`src/rtl/kyber_ntt_pkg.sv`:
```
// Shared definitions for the Kyber NTT sequencer and address generator.
// Mode codes, sequencer states and default pass geometry.
package kyber_ntt_pkg;

  localparam logic [1:0] MODE_NTT     = 2'd0;
  localparam logic [1:0] MODE_INVNTT  = 2'd1;
  localparam logic [1:0] MODE_MULT    = 2'd2;
  localparam logic [1:0] MODE_ILLEGAL = 2'd3;

  localparam int PIPE_LAT_DEF  = 6;
  localparam int LAYER_GAP_DEF = 6;
  localparam int NTT_LAST_DEF  = 223;
  localparam int MULT_LAST_DEF = 143;

  // Pointwise multiply writes back once per 4-slot group inside this window.
  localparam int MULT_WR_FIRST = 12;
  localparam int MULT_WR_LAST  = 139;

  typedef enum logic [2:0] {
    IDLE,
    RUN,
    GAP,
    DRAIN,
    DONE
  } seq_state_t;

  function automatic logic is_layered(input logic [1:0] m);
    return (m == MODE_NTT) || (m == MODE_INVNTT);
  endfunction

endpackage

```
`src/rtl/valid_delay_line.sv`:
```
// Fixed-depth 1-bit valid shift register; turns read slots into write strobes
// aligned with the address generator's write-address delay.
module valid_delay_line #(
  parameter int DEPTH = 6
) (
  input  logic clk,
  input  logic rst_n,
  input  logic d,
  output logic q
);

  logic [DEPTH-1:0] sr;

  always_ff @(posedge clk or negedge rst_n) begin
    if (!rst_n) begin
      sr <= '0;
    end else begin
      sr[0] <= d;
      for (int i = 1; i < DEPTH; i++) begin
        sr[i] <= sr[i-1];
      end
    end
  end

  assign q = sr[DEPTH-1];

endmodule

```
`src/rtl/ntt_seq_ctrl.sv`:
```
// Pass sequencer for NTT / inverse NTT / pointwise multiply over 256 coefficients.
// Drives the address generator step counter and RAM/butterfly enables.
//
// state | meaning
// ------+--------------------------------------------------------------
// IDLE  | waiting for start; illegal mode pulses err
// RUN   | issuing one read per cycle, step counter advancing
// GAP   | inter-layer bubble, counter frozen until the last layer drains
// DRAIN | final pipeline flush, counter frozen
// DONE  | single-cycle completion pulse, busy still high
module ntt_seq_ctrl
  import kyber_ntt_pkg::*;
#(
  parameter int PIPE_LAT  = PIPE_LAT_DEF,
  parameter int LAYER_GAP = LAYER_GAP_DEF,  // must be >= PIPE_LAT
  parameter int NTT_LAST  = NTT_LAST_DEF,
  parameter int MULT_LAST = MULT_LAST_DEF
) (
  input  logic       clk,
  input  logic       rst_n,
  input  logic       start,
  input  logic [1:0] mode_in,
  output logic [1:0] mode,
  output logic [7:0] clk_counter,
  output logic       rd_en,
  output logic       wr_en,
  output logic       busy,
  output logic       done,
  output logic       err
);

  localparam logic [7:0] NTT_LAST_C  = 8'(NTT_LAST);
  localparam logic [7:0] MULT_LAST_C = 8'(MULT_LAST);
  localparam logic [7:0] GAP_LOAD    = 8'(LAYER_GAP - 1);
  localparam logic [7:0] DRAIN_LOAD  = 8'(PIPE_LAT - 1);
  localparam logic [7:0] MWR_FIRST   = 8'(MULT_WR_FIRST);
  localparam logic [7:0] MWR_LAST    = 8'(MULT_WR_LAST);

  seq_state_t state;
  logic [7:0] tmr;
  logic [7:0] last_ctr;
  logic       dly_wr;
  logic       mult_wr;

  assign last_ctr = is_layered(mode) ? NTT_LAST_C : MULT_LAST_C;

  always_ff @(posedge clk or negedge rst_n) begin
    if (!rst_n) begin
      state       <= IDLE;
      mode        <= MODE_NTT;
      clk_counter <= '0;
      rd_en       <= 1'b0;
      busy        <= 1'b0;
      done        <= 1'b0;
      err         <= 1'b0;
      tmr         <= '0;
    end else begin
      done <= 1'b0;
      err  <= 1'b0;
      case (state)
        IDLE: begin
          if (start) begin
            if (mode_in == MODE_ILLEGAL) begin
              err <= 1'b1;
            end else begin
              mode        <= mode_in;
              clk_counter <= '0;
              rd_en       <= 1'b1;
              busy        <= 1'b1;
              state       <= RUN;
            end
          end
        end
        RUN: begin
          // LAST is tested first: NTT_LAST also sits on a layer boundary.
          if (clk_counter == last_ctr) begin
            rd_en <= 1'b0;
            tmr   <= DRAIN_LOAD;
            state <= DRAIN;
          end else if (is_layered(mode) && clk_counter[4:0] == 5'd31) begin
            rd_en <= 1'b0;
            tmr   <= GAP_LOAD;
            state <= GAP;
          end else begin
            clk_counter <= clk_counter + 8'd1;
          end
        end
        GAP: begin
          if (tmr == 8'd0) begin
            clk_counter <= clk_counter + 8'd1;
            rd_en       <= 1'b1;
            state       <= RUN;
          end else begin
            tmr <= tmr - 8'd1;
          end
        end
        DRAIN: begin
          if (tmr == 8'd0) begin
            done  <= 1'b1;
            state <= DONE;
          end else begin
            tmr <= tmr - 8'd1;
          end
        end
        DONE: begin
          busy  <= 1'b0;
          state <= IDLE;
        end
        default: state <= IDLE;
      endcase
    end
  end

  valid_delay_line #(
    .DEPTH (PIPE_LAT)
  ) u_valid_dly (
    .clk   (clk),
    .rst_n (rst_n),
    .d     (rd_en),
    .q     (dly_wr)
  );

  assign mult_wr = rd_en && (clk_counter[1:0] == 2'b11) &&
                   (clk_counter >= MWR_FIRST) && (clk_counter <= MWR_LAST);

  assign wr_en = (mode == MODE_MULT) ? mult_wr : dly_wr;

endmodule

```
`config.mk`:
```
export PLATFORM = sky130hd
export DESIGN_NAME = ntt_seq_ctrl
export DESIGN_NICKNAME = d
export VERILOG_FILES = /design/src/rtl/kyber_ntt_pkg.sv /design/src/rtl/valid_delay_line.sv /design/src/rtl/ntt_seq_ctrl.sv
export SDC_FILE = /design/constraint.sdc
export NUM_CORES = 1
export LEC_CHECK = 0
export ABC_AREA = 1
export CAP_MARGIN = 30
export CORE_MARGIN = 2
export CORE_UTILIZATION = 59
export CTS_CLUSTER_SIZE = 14
export DETAILED_ROUTE_END_ITERATION = 6
export MAX_ROUTING_LAYER = met4
export PLACE_DENSITY = 0.84
export SLEW_MARGIN = 20
export SYNTH_ARGS = -nofsm -noshare
export SYNTH_HDL_FRONTEND = slang
export SYNTH_HIERARCHICAL = 1
export SYNTH_SLANG_ARGS = --single-unit
```
`constraint.sdc`:
```
create_clock -name clk -period 5.05 [get_ports clk]
set_input_delay 1.01 -clock clk [delete_from_list [all_inputs] [get_ports clk]]
set_output_delay 1.01 -clock clk [all_outputs]
set_load 0.005 [all_outputs]
```
# Word level (Yosys, flattened, before mapping)
# Cells that the tools add are included.
[classes] add_sub_neg=2 order_cmp=2 n_eq_ne=18 mux=31 n_bitwise=1 n_reduce_logical=18
[ops] operator="2-to-1 mux 8 bit" n=8
[ops] operator="one-hot mux 8 bit (3 select lines)" n=1
[ops] operator="2-to-1 mux 3 bit" n=6
[ops] operator="one-hot mux 8 bit (2 select lines)" n=1
[ops] operator="inequality test 2 bit (second input constant)" n=7
[ops] operator="one-hot mux 3 bit (4 select lines)" n=1
[ops] operator="2-to-1 mux 1 bit" n=11
[ops] operator="AND reduction 5 bit" n=2
[ops] operator="AND reduction 3 bit" n=3
[ops] operator="adder 8 x 1 -> 8 bit (second input constant)" n=1
[ops] operator="== test 8 bit" n=1
[ops] operator="greater-or-equal comparator 8 x 4 -> 1 bit (second input constant)" n=1
[ops] operator="less-or-equal comparator 8 bit (second input constant)" n=1
[ops] operator="logical NOT 8 bit" n=1
[ops] operator="subtractor 8 x 1 -> 8 bit (second input constant)" n=1
[ops] operator="2-to-1 mux 7 bit" n=1
[ops] operator="== test 2 bit (second input constant)" n=3
[ops] operator="== test 3 x 2 -> 1 bit (second input constant)" n=2
[ops] operator="AND reduction 6 bit" n=1
[ops] operator="== test 5 bit (second input constant)" n=1
[ops] operator="logical AND 1 bit" n=4
[ops] operator="nonzero test 2 bit" n=2
[ops] operator="== test 3 x 1 -> 1 bit (second input constant)" n=1
[ops] operator="== test 3 bit (second input constant)" n=1
[ops] operator="other kinds (10)" n=10
[totals] reg_bits=31 inputBits=5 output_inout_bits=15 word_cells=81

# Depth between registers and ports, before layout
# Gate-level depths: netlist of the first run.
[logic_depth] depth_word=6 depth_mapped=10 mapped_depth_nobuf=10

# Modules after synthesis
# Netlist of the first run, hierarchy kept.
[modules_own_cells] module="ntt_seq_ctrl" instances=1 cells_each=206 area_each_um2=1517.7 seq_area_each_um2=625.6
[modules_own_cells] module="valid_delay_line" instances=1 cells_each=6 area_each_um2=150.1 seq_area_each_um2=150.1

# Worst setup path after synthesis of the first run
# No wires, ideal clock.
[synth_timing] path_type="register to output" start="register clk_counter[4]" end="output port wr_en" t_arrival_ns=0.931 required_time_ns=4.040 setup_slack_ns=3.109 path_stages_with_launch=6 path_buffers=0 path_cell_list="dfrtp_1 -> nor2_1 -> nand3_1 -> xor2_1 -> nand4_1 -> nand2_1"
[synth_between] elab_chain_cells=4 elab_cells_between_ends=5 cone_classes="2 x order compare; 1 x mux; 2 x reduce/logical"
[synth_lines] element="from (decl)" line="ntt_seq_ctrl.sv:24" source="output logic [7:0] clk_counter,"
[synth_lines] element="from (signal assigned)" line="ntt_seq_ctrl.sv:85" source="clk_counter <= clk_counter + 8'd1;"
[synth_lines] element="from (signal assigned)" line="ntt_seq_ctrl.sv:90" source="clk_counter <= clk_counter + 8'd1;"
[synth_lines] element="greater-or-equal comparator 8 x 4 -> 1 bit" line="ntt_seq_ctrl.sv:124" source="(clk_counter >= MWR_FIRST) && (clk_counter <= MWR_LAST);"
[synth_lines] element="logical AND 1 bit" line="ntt_seq_ctrl.sv:123" source="assign mult_wr = rd_en && (clk_counter[1:0] == 2'b11) &&"
[synth_lines] element="logical AND 1 bit *" line="ntt_seq_ctrl.sv:124"
[synth_lines] element="2-to-1 mux 1 bit *" line="ntt_seq_ctrl.sv:126" source="assign wr_en = (mode == MODE_MULT) ? mult_wr : dly_wr;"
[synth_lines] element="to (decl)" line="ntt_seq_ctrl.sv:26" source="output logic wr_en,"
# Every way passes the cells marked *; elsewhere a longest branch is shown, timed or not.

# Worst setup path after layout of the first run
# Ends and elaborated chain as after synthesis.

==> metrics.md, run 1 <==
| Metric | Value |
|---|---|
| Post-synthesis adder-cell area fraction | ~3.8% |
| Clock latency at the later pin of the worst-skew pair | 0.33 ns |
| Slew Viols, Final | 0 |
| Setup Skew | 0.0113 ns |
| Cell Area, Synth | ~0.0017 sq mm |
| Synth area leaders | dfrtp_1 (47%), nand2_1 (14%), nand3_1 (7.5%) |
| Setup slack, reg-to-reg | 3.17 ns |
| Post-synthesis xor/xnor area fraction | between 4 and 5% |
| Chip height | roughly 57 microns |
| Status | finished clean |
| Maxcap violations | 0 |
| Flop pwr share | between 60% and 70% |
| Final setup fails | 0 |
| Hold WC Path Type | register to register |
| Routed WL per cell | 12.2 microns |
| Global-route wire length before repair | about 5900 microns |
| Min cycle time layout | 2.83 ns |
| Final period util | between 50% and 60% |
| Final Util | 72.3% |
| CTS resizes | 0 |
| Compound-gate portion of the synthesized area | 3.68% |
| Io pins | 20 |
| Clock root buffer master | clkbuf_4 |
| HPWL Detailed | ~2500 microns |
| Cell count after synthesis | between 200 and 250 |
| Largest family of logic cells by synthesized area | simple AND/OR/NAND/NOR gates |
| Seq/Total Area, Yosys | 46.5% |
| Clock sinks | 31 |
| Clk slew on worst S/H paths | ~0.090 ns |
| Initial drt markers | 50 |
| DRT Wirelength | about 3300 microns |
| Nets@finish | ~250 |
| Leading area contributor after synthesis | dfrtp_1 |
| Peak VDD IR | between 0.00015 and 0.0002 V |
| Slew HR | between 70% and 80% |
| TritonCTS Buffers | 5 |
| Switching part of the total | 21.5% |
| R2R Path Start | clk_counter[1] |
| Diode count | 0 |
| # port buffers | 19 |
| Setup repair bufs after CTS | 0 |
| Share of cells above drive strength 1 | about an eighth |
| Initial Util | around three fifths |
| WS Path Type | register to output port |
| #FFs+latches synth | 31 |
| Leak | roughly 1.1 nW |
| Area grow syn2layout | 17.6% |
| Critical Path End | wr_en |
| Drt via density | 5.22 |
| Unrepaired setup endpoints after global routing | no |
| Core Region | about 0.0027 sq mm |
| Synth top area share | a little under half |
| Reg-to-reg endpoint | clk_counter[6] |
| Total die area | 0.00327 sq mm |
| Slew @ Worst Pin | roughly 0.38 ns |
| Die Width | 57.2 microns |
| Psw | between 0.00008 and 0.00009 W |
| Critical Path RT | between 4 and 5 ns |
| Mean Syn Cell Area | 7.87 sq um |
| Max FO, Critical Path | 7 |
| Fin. Hold Viols | 0 |
| Largest net degree at the start of global routing | 32 |
| RD Place Congestion | between 0.8 and 0.9 |
| P_int | 0.000316 W |
| PwrDens | about 200 mW/mm^2 |
| Ys Warns | 6 |
| CTS tree | yes |
| Library cells used by synthesis | 21 |
| Cells on worst reg2reg path | 10 |
| CP startpoint kind | register |
| Crit path capture type | output port |
| Setup TNS after final layout | 0 ns |
| Syn nets | ~220 |
| Routed vias | roughly 1400 |
| Total track usage | 24.5% |
| Post-DRT Antenna Nets | 0 |
| Vias in the first global route | approximately 1400 |
| Initial antenna violation count | 0 |
| H-tree depth | 2 |
| Clk pwr share | between 30% and 40% |
| Rows | 19 |
| Hold-fix buffers, CTS | 0 |
| DR pass1 iterations | 4 |
| Fmax | roughly 350 MHz |
| Combinational group share of total power | under 10% |
| Setup crit start | clk_counter[4] |
| Post-Synth Simple-Gate Area | approximately a third |
| Overflow after GRT | 0 |
| DRC violations left | 0 |
| Mux contribution to synthesized area | less than 1% |
| CTS Buffer Depth | 2 |
| Arr. time, crit path | roughly 1.8 ns |
synthesized netlist by cell type:
cell and number:
inv_2 4, nor3_1 1, nor2_1 24, nor2_2 4
nor2_4 2, nand2_4 1, nand3_2 2, inv_1 20
nand4_1 3, ha_1 5, nand2_2 6, nand2_1 62
dfrtp_1 31, o21ai_0 7, nand3_1 25, mux2_2 1
xor2_1 6, a21oi_1 3, xnor2_1 3, o21ai_1 1
o22ai_1 1
kinds of logic after synthesis:
group	count (synthesis)
AND/OR/NAND/NOR	130
flip-flops	31
buffers and inverters	24
AO/OA/AOI/OAI	12
XOR/XNOR	9
adder cells (fa/ha/maj)	5
multiplexers	1
layer usage:
layer	track usage (%)	up-vias	routed length (microns)
li1	-	724	-
met1	30.8	660	1540
met2	38.3	19	1600
met3	7.03	6	99
met4	8.31	0	48
met5	-	-	0
worst max-delay path: stages, from the launching register on:
cell and delay [ns]:
dfrtp_1 0.46, nor2_1 0.16, nand3_1 0.10, xor2_1 0.13, nand4_1 0.09, nand2_1 0.07, clkdlybuf4s50_1 0.49
area by class of cell:
type | instances | area, sq um
multi-input cells | 157 | 802
flip-flops and latches | 31 | 776
fillers | 231 | 749
repair buffers | 20 | 198
inverters | 24 | 90.1
clock buffers | 6 | 51.3
well taps | 31 | 38.8
clock inverters | 1 | 5.00
placed cells by master, fill, tap and decap left out:
| master | instances |
|---|---|
| nor2_4 | 2 |
| nor2_2 | 4 |
| nand3_2 | 2 |
| a21oi_1 | 3 |
| nand2_2 | 6 |
| o21ai_1 | 1 |
| clkbuf_4 | 5 |
| o22ai_1 | 1 |
| o21ai_0 | 7 |
| clkdlybuf4s50_1 | 19 |
| ha_1 | 5 |
| mux2_2 | 1 |
| dfrtp_1 | 31 |
| inv_1 | 20 |
| nand2_4 | 1 |
| buf_4 | 1 |
| nor2_1 | 24 |
| nand2_1 | 62 |
| nand4_1 | 3 |
| clkinv_2 | 1 |
| nor3_1 | 1 |
| inv_2 | 4 |
| xnor2_1 | 3 |
| nand3_1 | 25 |
| clkbuf_8 | 1 |
| xor2_1 | 6 |
per-stage QoR:
stage / worst slack, ns / total power (W) / cell area, sq um / std cells / hold slack (ns)
6_report: 2.22 / 0.000402 / 1960 / 270 / 0.356
5_1_grt: 2.05 / 0.000418 / 1960 / 270 / 0.371
4_1_cts: 2.20 / 0.000406 / 1960 / 270 / 0.356
3_5_place_dp: 2.57 / 0.000263 / 1900 / 263 / 0.336
3_3_place_gp: 2.61 / 0.000262 / 1900 / 263 / 0.333
2_1_floorplan: 3.11 / 0.000254 / 1670 / 212 / 0.331
registers in the layout (all words and copies together) (netlist names):
signal and flops:
mode 2, err 1, tmr 8, u_valid_dly/sr 6, done 1, state 3
clk_counter 8, rd_en 1, busy 1
worst min-delay path by stage:
| stage | cells past startpoint | startpoint | slack [ns] | endpoint |
|---|---|---|---|---|
| floorplan | 0 | u_valid_dly/sr[0] | 0.33 | u_valid_dly/sr[1] |
| global route | 0 | u_valid_dly/sr[2] | 0.37 | u_valid_dly/sr[3] |
| detailed placement | 0 | u_valid_dly/sr[4] | 0.34 | u_valid_dly/sr[5] |
| CTS | 0 | u_valid_dly/sr[4] | 0.36 | u_valid_dly/sr[5] |
| global placement | 0 | u_valid_dly/sr[3] | 0.33 | u_valid_dly/sr[4] |
| finish | 0 | u_valid_dly/sr[1] | 0.36 | u_valid_dly/sr[2] |
power by group through the flow:
stage          Clock (W)  Combinational [W]  Sequential, W
6_report        0.000145         0.00000927       0.000248
4_1_cts         0.000148         0.00000961       0.000248
3_5_place_dp           0         0.00000968       0.000253
5_1_grt         0.000159          0.0000111       0.000248
3_3_place_gp           0         0.00000951       0.000253
2_1_floorplan          0        0.000000812       0.000253
(Power assumes the default switching activity.)
==> run 2, diff against run 1 <==
- CORE_UTILIZATION: 59 -> 49
- PLACE_DENSITY: 0.84 -> 0.74
- clock period: 5.05 -> 2.6 ns (I/O delays scaled with it)
==> run 2 against run 1 <==
Against the previous run:
- sequential share of layout area fell by 0.30 points
- clock-buffer cell count down 1
- routed wire length decreased by 1.6%
- sequential cell count unchanged
- clock power increased by 88%
- via count is 1.5% lower
- cell count up 5.9%
- clock skew fell by 0.0026 ns
- utilization down 13 points
- first-iteration DRC count is 90% higher
- design area rose by 0.77%
==> metrics.md, run 2 (synthesized netlist as in run 1, its figures left out) <==
| Metric | Value |
|---|---|
| Status | finished clean |
| Core Region | around 0.0033 sq mm |
| Worst path slowest cell | clkdlybuf4s50_1 |
| Slew HR | about 74% |
| Initial drt markers | 95 |
| DRT Wirelength | 3240 microns |
| Final period util | 90.1% |
| Slew @ Worst Pin | between 0.3 and 0.4 ns |
| Clk slew on worst S/H paths | ~0.1 ns |
| CTS tree | yes |
| Fin. Hold Viols | 0 |
| Pre-CTS setup slack | roughly 0.63 ns |
| H-tree depth | 2 |
| Post-route cell area | 0.00198 sq mm |
| Hold-fix buffers, CTS | 0 |
| Slew Viols, Final | 0 |
| Clock root buffer master | clkbuf_4 |
| Io pins | 20 |
| DRC violations left | 0 |
| Fmax | approximately 430 MHz |
| Initial Util | between 50% and 60% |
| Unrepaired setup endpoints after global routing | no |
| HPWL Detailed | ~2400 microns |
| Routed vias | 1388 |
| RD Place Congestion | between 0.8 and 0.9 |
| Total Power | just under 0.0008 W |
| CP startpoint kind | register |
| Hold WC Path Type | register to register |
| Min cycle time layout | between 2 and 2.5 ns |
| Setup repair bufs after CTS | 0 |
| Rows | 21 |
| Largest net degree at the start of global routing | 32 |
| Initial antenna violation count | 0 |
| Routed WL per cell | 11.3 microns |
| Area grow syn2layout | 18.5% |
| Drt via density | between 4 and 5 |
| Max FO, Critical Path | 7 |
| PwrDens | approximately 400 mW/mm^2 |
| Peak VDD IR | slightly above 0.0003 V |
| Total track usage | about 20% |
| Setup Skew | 0.00876 ns |
| Commonest non-fill, non-tap cells in the layout | nand2_1 (62), dfrtp_1 (31), nand3_1 (25) |
| Critical path, cell by cell | nor2_1 -> nand3_1 -> xor2_1 -> nand4_1 -> nand2_1 -> clkdlybuf4s50_1 |
| Crit path capture type | output port |
| Diode count | 0 |
| Share of cells above drive strength 1 | between 10 and 15% |
| Layout fillers | about 320 |
| CTS resizes | 0 |
| CTS Buffer Depth | 2 |
| Nets@finish | about 250 |
| Overflow after GRT | 0 |
| Final setup fails | 0 |
| # port buffers | 19 |
| Commonest non-fill, non-tap cell in the layout | nand2_1 |
| Maxcap violations | 0 |
| Clock latency at the later pin of the worst-skew pair | 0.34 ns |
| Max incr delay on CP | between 0.4 and 0.5 ns |
| Worst Hold Slack | 0.357 ns |
| Arr. time, crit path | between 1.5 and 2 ns |
| Vias in the first global route | about 1300 |
| Worst setup margin | roughly 0.26 ns |
| Clock sinks | 31 |
| DR pass1 iterations | 4 |
| Biggest regs | clk_counter: 8 flops, tmr: 8 flops, u_valid_dly/sr: 6 flops |
| TritonCTS Buffers | 5 |
| Chip height | just over 60 microns |
| Setup TNS after final layout | 0 ns |
| Leak | about 1.1 nW |
| Placed cell area | slightly below 0.002 sq mm |
| Post-DRT Antenna Nets | 0 |
| WS Path Type | register to output port |
| Total die area | 0.00389 sq mm |
| Die Width | 62.3 microns |
| Critical Path RT | 2.08 ns |
| Global-route wire length before repair | between 5000 and 6000 microns |
## run 2: final timing paths
kind,start,endpoint,slack [ns],cells after the start
max in group asynchronous,rst_n,clk_counter[3],1.75,2
setup / recovery,clk_counter[4],wr_en,0.26,6
hold / removal,u_valid_dly/sr[1],u_valid_dly/sr[2],0.36,0
hold reg to reg,u_valid_dly/sr[1],u_valid_dly/sr[2],0.36,0
setup reg to reg,clk_counter[0],clk_counter[3],0.70,10
min in group asynchronous,rst_n,u_valid_dly/sr[4],0.57,2
## run 2: metal layers
layer | share of wire [%] | vias to the layer above | global-route usage [%]
met5 | 0 | - | -
met4 | 2.1 | 0 | 7.50
met3 | 5.1 | 7 | 5.43
met2 | 46 | 32 | 31.4
met1 | 47 | 626 | 24.2
li1 | - | 723 | -
## run 2: where the power goes
part	internal (W)	leakage [nW]	switching, W	total, W
sequential	0.000482	0.408	0	0.000482
clock	0.000100	0.0347	0.000172	0.000272
combinational	0.00000664	0.637	0.0000115	0.0000181
total	0.000589	1.08	0.000183	0.000772
## run 2: final cells by class
| cell class | instances | area [sq um] | area share (%) |
|---|---|---|---|
| Sequential cell | 31 | 776 | 39.3 |
| Tap cell | 46 | 57.6 | 2.91 |
| Timing Repair Buffer | 20 | 198 | 10.0 |
| Inverter | 24 | 90.1 | 4.56 |
| Clock buffer | 5 | 37.5 | 1.90 |
| Multi-Input combinational cell | 157 | 802 | 40.6 |
| Clock inverter | 3 | 15.0 | 0.760 |
## run 2: worst max-delay path, delay by kind of cell, from the launching register on
kind	cells	cell delay (ns)
simple gates	4	0.41
flops	1	0.46
buf+inv	1	0.49
xor+xnor	1	0.13
## run 2: per-stage QoR
| step | util (%) | cells |
|---|---|---|
| 3_5_place_dp | 58.1 | 278 |
| 5_1_grt | 59.7 | 286 |
| 3_3_place_gp | 58.1 | 278 |
| 6_report | 59.7 | 286 |
| 2_1_floorplan | - | 212 |
| 4_1_cts | 59.7 | 286 |
==> run 3, diff against run 2 <==
- CELL_PAD_IN_SITES_DETAIL_PLACEMENT: unset -> 1
- CELL_PAD_IN_SITES_GLOBAL_PLACEMENT: unset -> 2
- CORE_UTILIZATION: 49 -> 29
- PLACE_DENSITY: 0.74 -> unset
- PLACE_DENSITY_LB_ADDON: unset -> 0.1
- SYNTH_HIERARCHICAL: 1 -> unset
==> run 3 against run 2 <==
Against the previous run:
- via count rose by 7.4%
- area after synthesis grew 5.4%
- clock skew decreased by 0.0053 ns
- power up 29%
- highest routed layer unchanged
- largest cell class unchanged
- utilization fell by 23 points
- sequential cell count is the same
- non-clock buffer count unchanged
- critical path depth is the same
==> metrics.md, run 3 <==
| Metric | Value |
|---|---|
| Post-DRT Antenna Nets | 0 |
| Synth area leaders | dfrtp_1 (44%), nand2_1 (15%), inv_1 (5.1%) |
| CP startpoint kind | register |
| Status | finished clean |
| WS Path Type | register to output port |
| Most frequent cells after synthesis | nand2_1 (69), dfrtp_1 (31), inv_1 (24) |
| Critical path, cell by cell | inv_1 -> nand4_1 -> xor2_1 -> nand4_1 -> nand2_1 -> clkdlybuf4s50_1 |
| Most frequent cell on the critical path | nand4_1 |
| Hold WC Path Type | register to register |
| Leak | 1.15 nW |
| Clock latency at the later pin of the worst-skew pair | between 0.2 and 0.3 ns |
| Arr. time, crit path | ~1.8 ns |
| Clk pwr share | about half |
| Commonest non-fill, non-tap cell in the layout | nand2_1 |
| Maxcap violations | 0 |
| CTS resizes | 0 |
| Cell Area, Synth | between 0.0015 and 0.002 sq mm |
| Total Power | roughly 0.001 W |
| # port buffers | 19 |
| Area grow syn2layout | 22.6% |
| Largest family of logic cells by synthesized area | simple AND/OR/NAND/NOR gates |
| Ys Warns | 0 |
| Chip height | slightly above 80 microns |
| Post-synthesis xor/xnor area fraction | ~3.5% |
| Leading area contributor after synthesis | dfrtp_1 |
| Vias in the first global route | ~1600 |
| Fmax | ~430 MHz |
| Clock root buffer master | clkbuf_8 |
| Most numerous cell in the Yosys netlist | nand2_1 |
| Flop pwr share | about half |
| Die Width | just over 80 microns |
| Largest net degree at the start of global routing | 32 |
| PwrDens | ~460 mW/mm^2 |
| Nets@finish | 259 |
| DRC violations left | 0 |
| Combinational group share of total power | between 1.5 and 2% |
| Io pins | 20 |
| DR pass1 iterations | 4 |
| Setup Skew | around 0.0035 ns |
| Slew @ Worst Pin | between 0.4 and 0.5 ns |
| Commonest non-fill, non-tap cells in the layout | nand2_1 (69), dfrtp_1 (31), inv_1 (24) |
| Setup repair bufs after CTS | 0 |
| Crit path capture type | output port |
| Mean Syn Cell Area | 7.88 sq um |
| #FFs+latches synth | 31 |
| Psw | approximately 0.00020 W |
| Biggest regs | clk_counter: 8 flops, tmr: 8 flops, u_valid_dly.sr: 6 flops |
| Post-synthesis adder-cell area fraction | about 3.6% |
| Critical Path RT | 2.08 ns |
| Core Region | roughly 0.0059 sq mm |
| Top delay family on crit path | buffers and inverters |
| DRT Wirelength | 4320 microns |
| Initial drt markers | 65 |
| Final setup fails | 0 |
| Final period util | roughly nine tenths |
| Switching part of the total | 20.0% |
| Mux contribution to synthesized area | less than 1% |
| Total die area | 0.00670 sq mm |
| Slew Viols, Final | 0 |
| Max incr delay on CP | between 0.4 and 0.5 ns |
| Fin. Hold Viols | 0 |
| Global-route wire length before repair | 7300 microns |
| Bufs and invs on worst path | 2 |
| Slew HR | ~67% |
| Routed WL per cell | between 10 and 15 microns |
| Min cycle time layout | roughly 2.3 ns |
| Cell count after synthesis | ~220 |
| HPWL Detailed | between 3000 and 4000 microns |
| Post-Synth Simple-Gate Area | roughly a third |
| CTS Buffer Depth | 2 |
| Routed vias | 1491 |
| P_int | 0.000799 W |
| Clk slew on worst S/H paths | 0.07 ns |
| H-tree depth | 2 |
| Clock sinks | 31 |
| Compound-gate portion of the synthesized area | under 10% |
| Post-synth EDFFs | 0 |
| Seq/Total Area, Yosys | between 40% and 50% |
| Drt via density | 4.59 |
| Most used flip-flop cell after synthesis | dfrtp_1 |
| Setup TNS after final layout | 0 ns |
| Initial Util | 29.9% |
| Syn nets | ~230 |
| Rows | 28 |
| Worst path slowest cell | clkdlybuf4s50_1 |
| Hold-fix buffers, CTS | 0 |
| Overflow after GRT | 0 |
| Peak VDD IR | 0.000184 V |
| Share of cells above drive strength 1 | around an eighth |
| Fraction of registers with async set/reset | between 90% and 100% |
| TritonCTS Buffers | 5 |
| Total track usage | 14.7% |
| Synth top area share | around 44% |
| Layout fillers | 740 |
| Worst Hold Slack | 0.355 ns |
| Library cells used by synthesis | 28 |
| Diode count | 0 |
| Initial antenna violation count | 0 |
| Max FO, Critical Path | 7 |
| CTS tree | yes |
| RD Place Congestion | around 0.74 |
| Unrepaired setup endpoints after global routing | no |
-- run 3: cells by family (layout without fill, tap and decap cells) --
logic type	after synthesis	in the layout
flip-flops	31	31
buffers and inverters	29	56
multiplexers	1	1
adder cells (fa/ha/maj)	5	5
AO/OA/AOI/OAI	20	20
XOR/XNOR	7	7
AND/OR/NAND/NOR	130	130
-- run 3: final timing paths --
| kind | startpoint | to | slack, ns | depth (start not counted) |
|---|---|---|---|---|
| max reg2reg | clk_counter[0] | tmr[3] | 0.63 | 10 |
| min | u_valid_dly.sr[0] | u_valid_dly.sr[1] | 0.35 | 0 |
| max in group asynchronous | rst_n | tmr[7] | 1.66 | 2 |
| min reg2reg | u_valid_dly.sr[0] | u_valid_dly.sr[1] | 0.35 | 0 |
| min in group asynchronous | rst_n | clk_counter[7] | 0.63 | 2 |
| max | clk_counter[6] | wr_en | 0.27 | 6 |
-- run 3: through the flow --
stage / setup slack, ns / std cells / utilization [%] / instance area, sq um
2_1_floorplan: 0.984 / 223 / - / 1760
3_5_place_dp: 0.563 / 317 / 34.6 / 2040
4_1_cts: 0.240 / 325 / 36.6 / 2160
3_3_place_gp: 0.564 / 317 / 34.6 / 2040
5_1_grt: 0.132 / 325 / 36.6 / 2160
6_report: 0.266 / 325 / 36.6 / 2160
-- run 3: area by class of cell --
type                            instances  area, sq um  area share [%]
Clock inverter                          2         35.0            1.63
Timing Repair Buffer                   20          198            9.17
Sequential cell                        31          776            36.0
Multi-Input combinational cell        163          866            40.2
Tap cell                               75         93.8            4.35
Clock buffer                            6         82.6            3.83
Inverter                               28          105            4.88
-- run 3: metal layers --
| metal | GRT usage (%) | share of wire [%] | vias to the layer above |
|---|---|---|---|
| li1 | - | - | 755 |
| met1 | 17.2 | 48 | 714 |
| met2 | 25.3 | 48 | 17 |
| met3 | 3.30 | 2.9 | 5 |
| met4 | 4.50 | 1.1 | 0 |
| met5 | - | 0 | - |
-- run 3: power groups by stage --
stage	logic [W]	clock network (W)	registers [W]
floorplan	0.00000137	0	0.000491
global placement	0.0000202	0	0.000491
detailed placement	0.0000203	0	0.000491
CTS	0.0000204	0.000511	0.000482
global route	0.0000224	0.000529	0.000482
finish	0.0000193	0.000497	0.000482
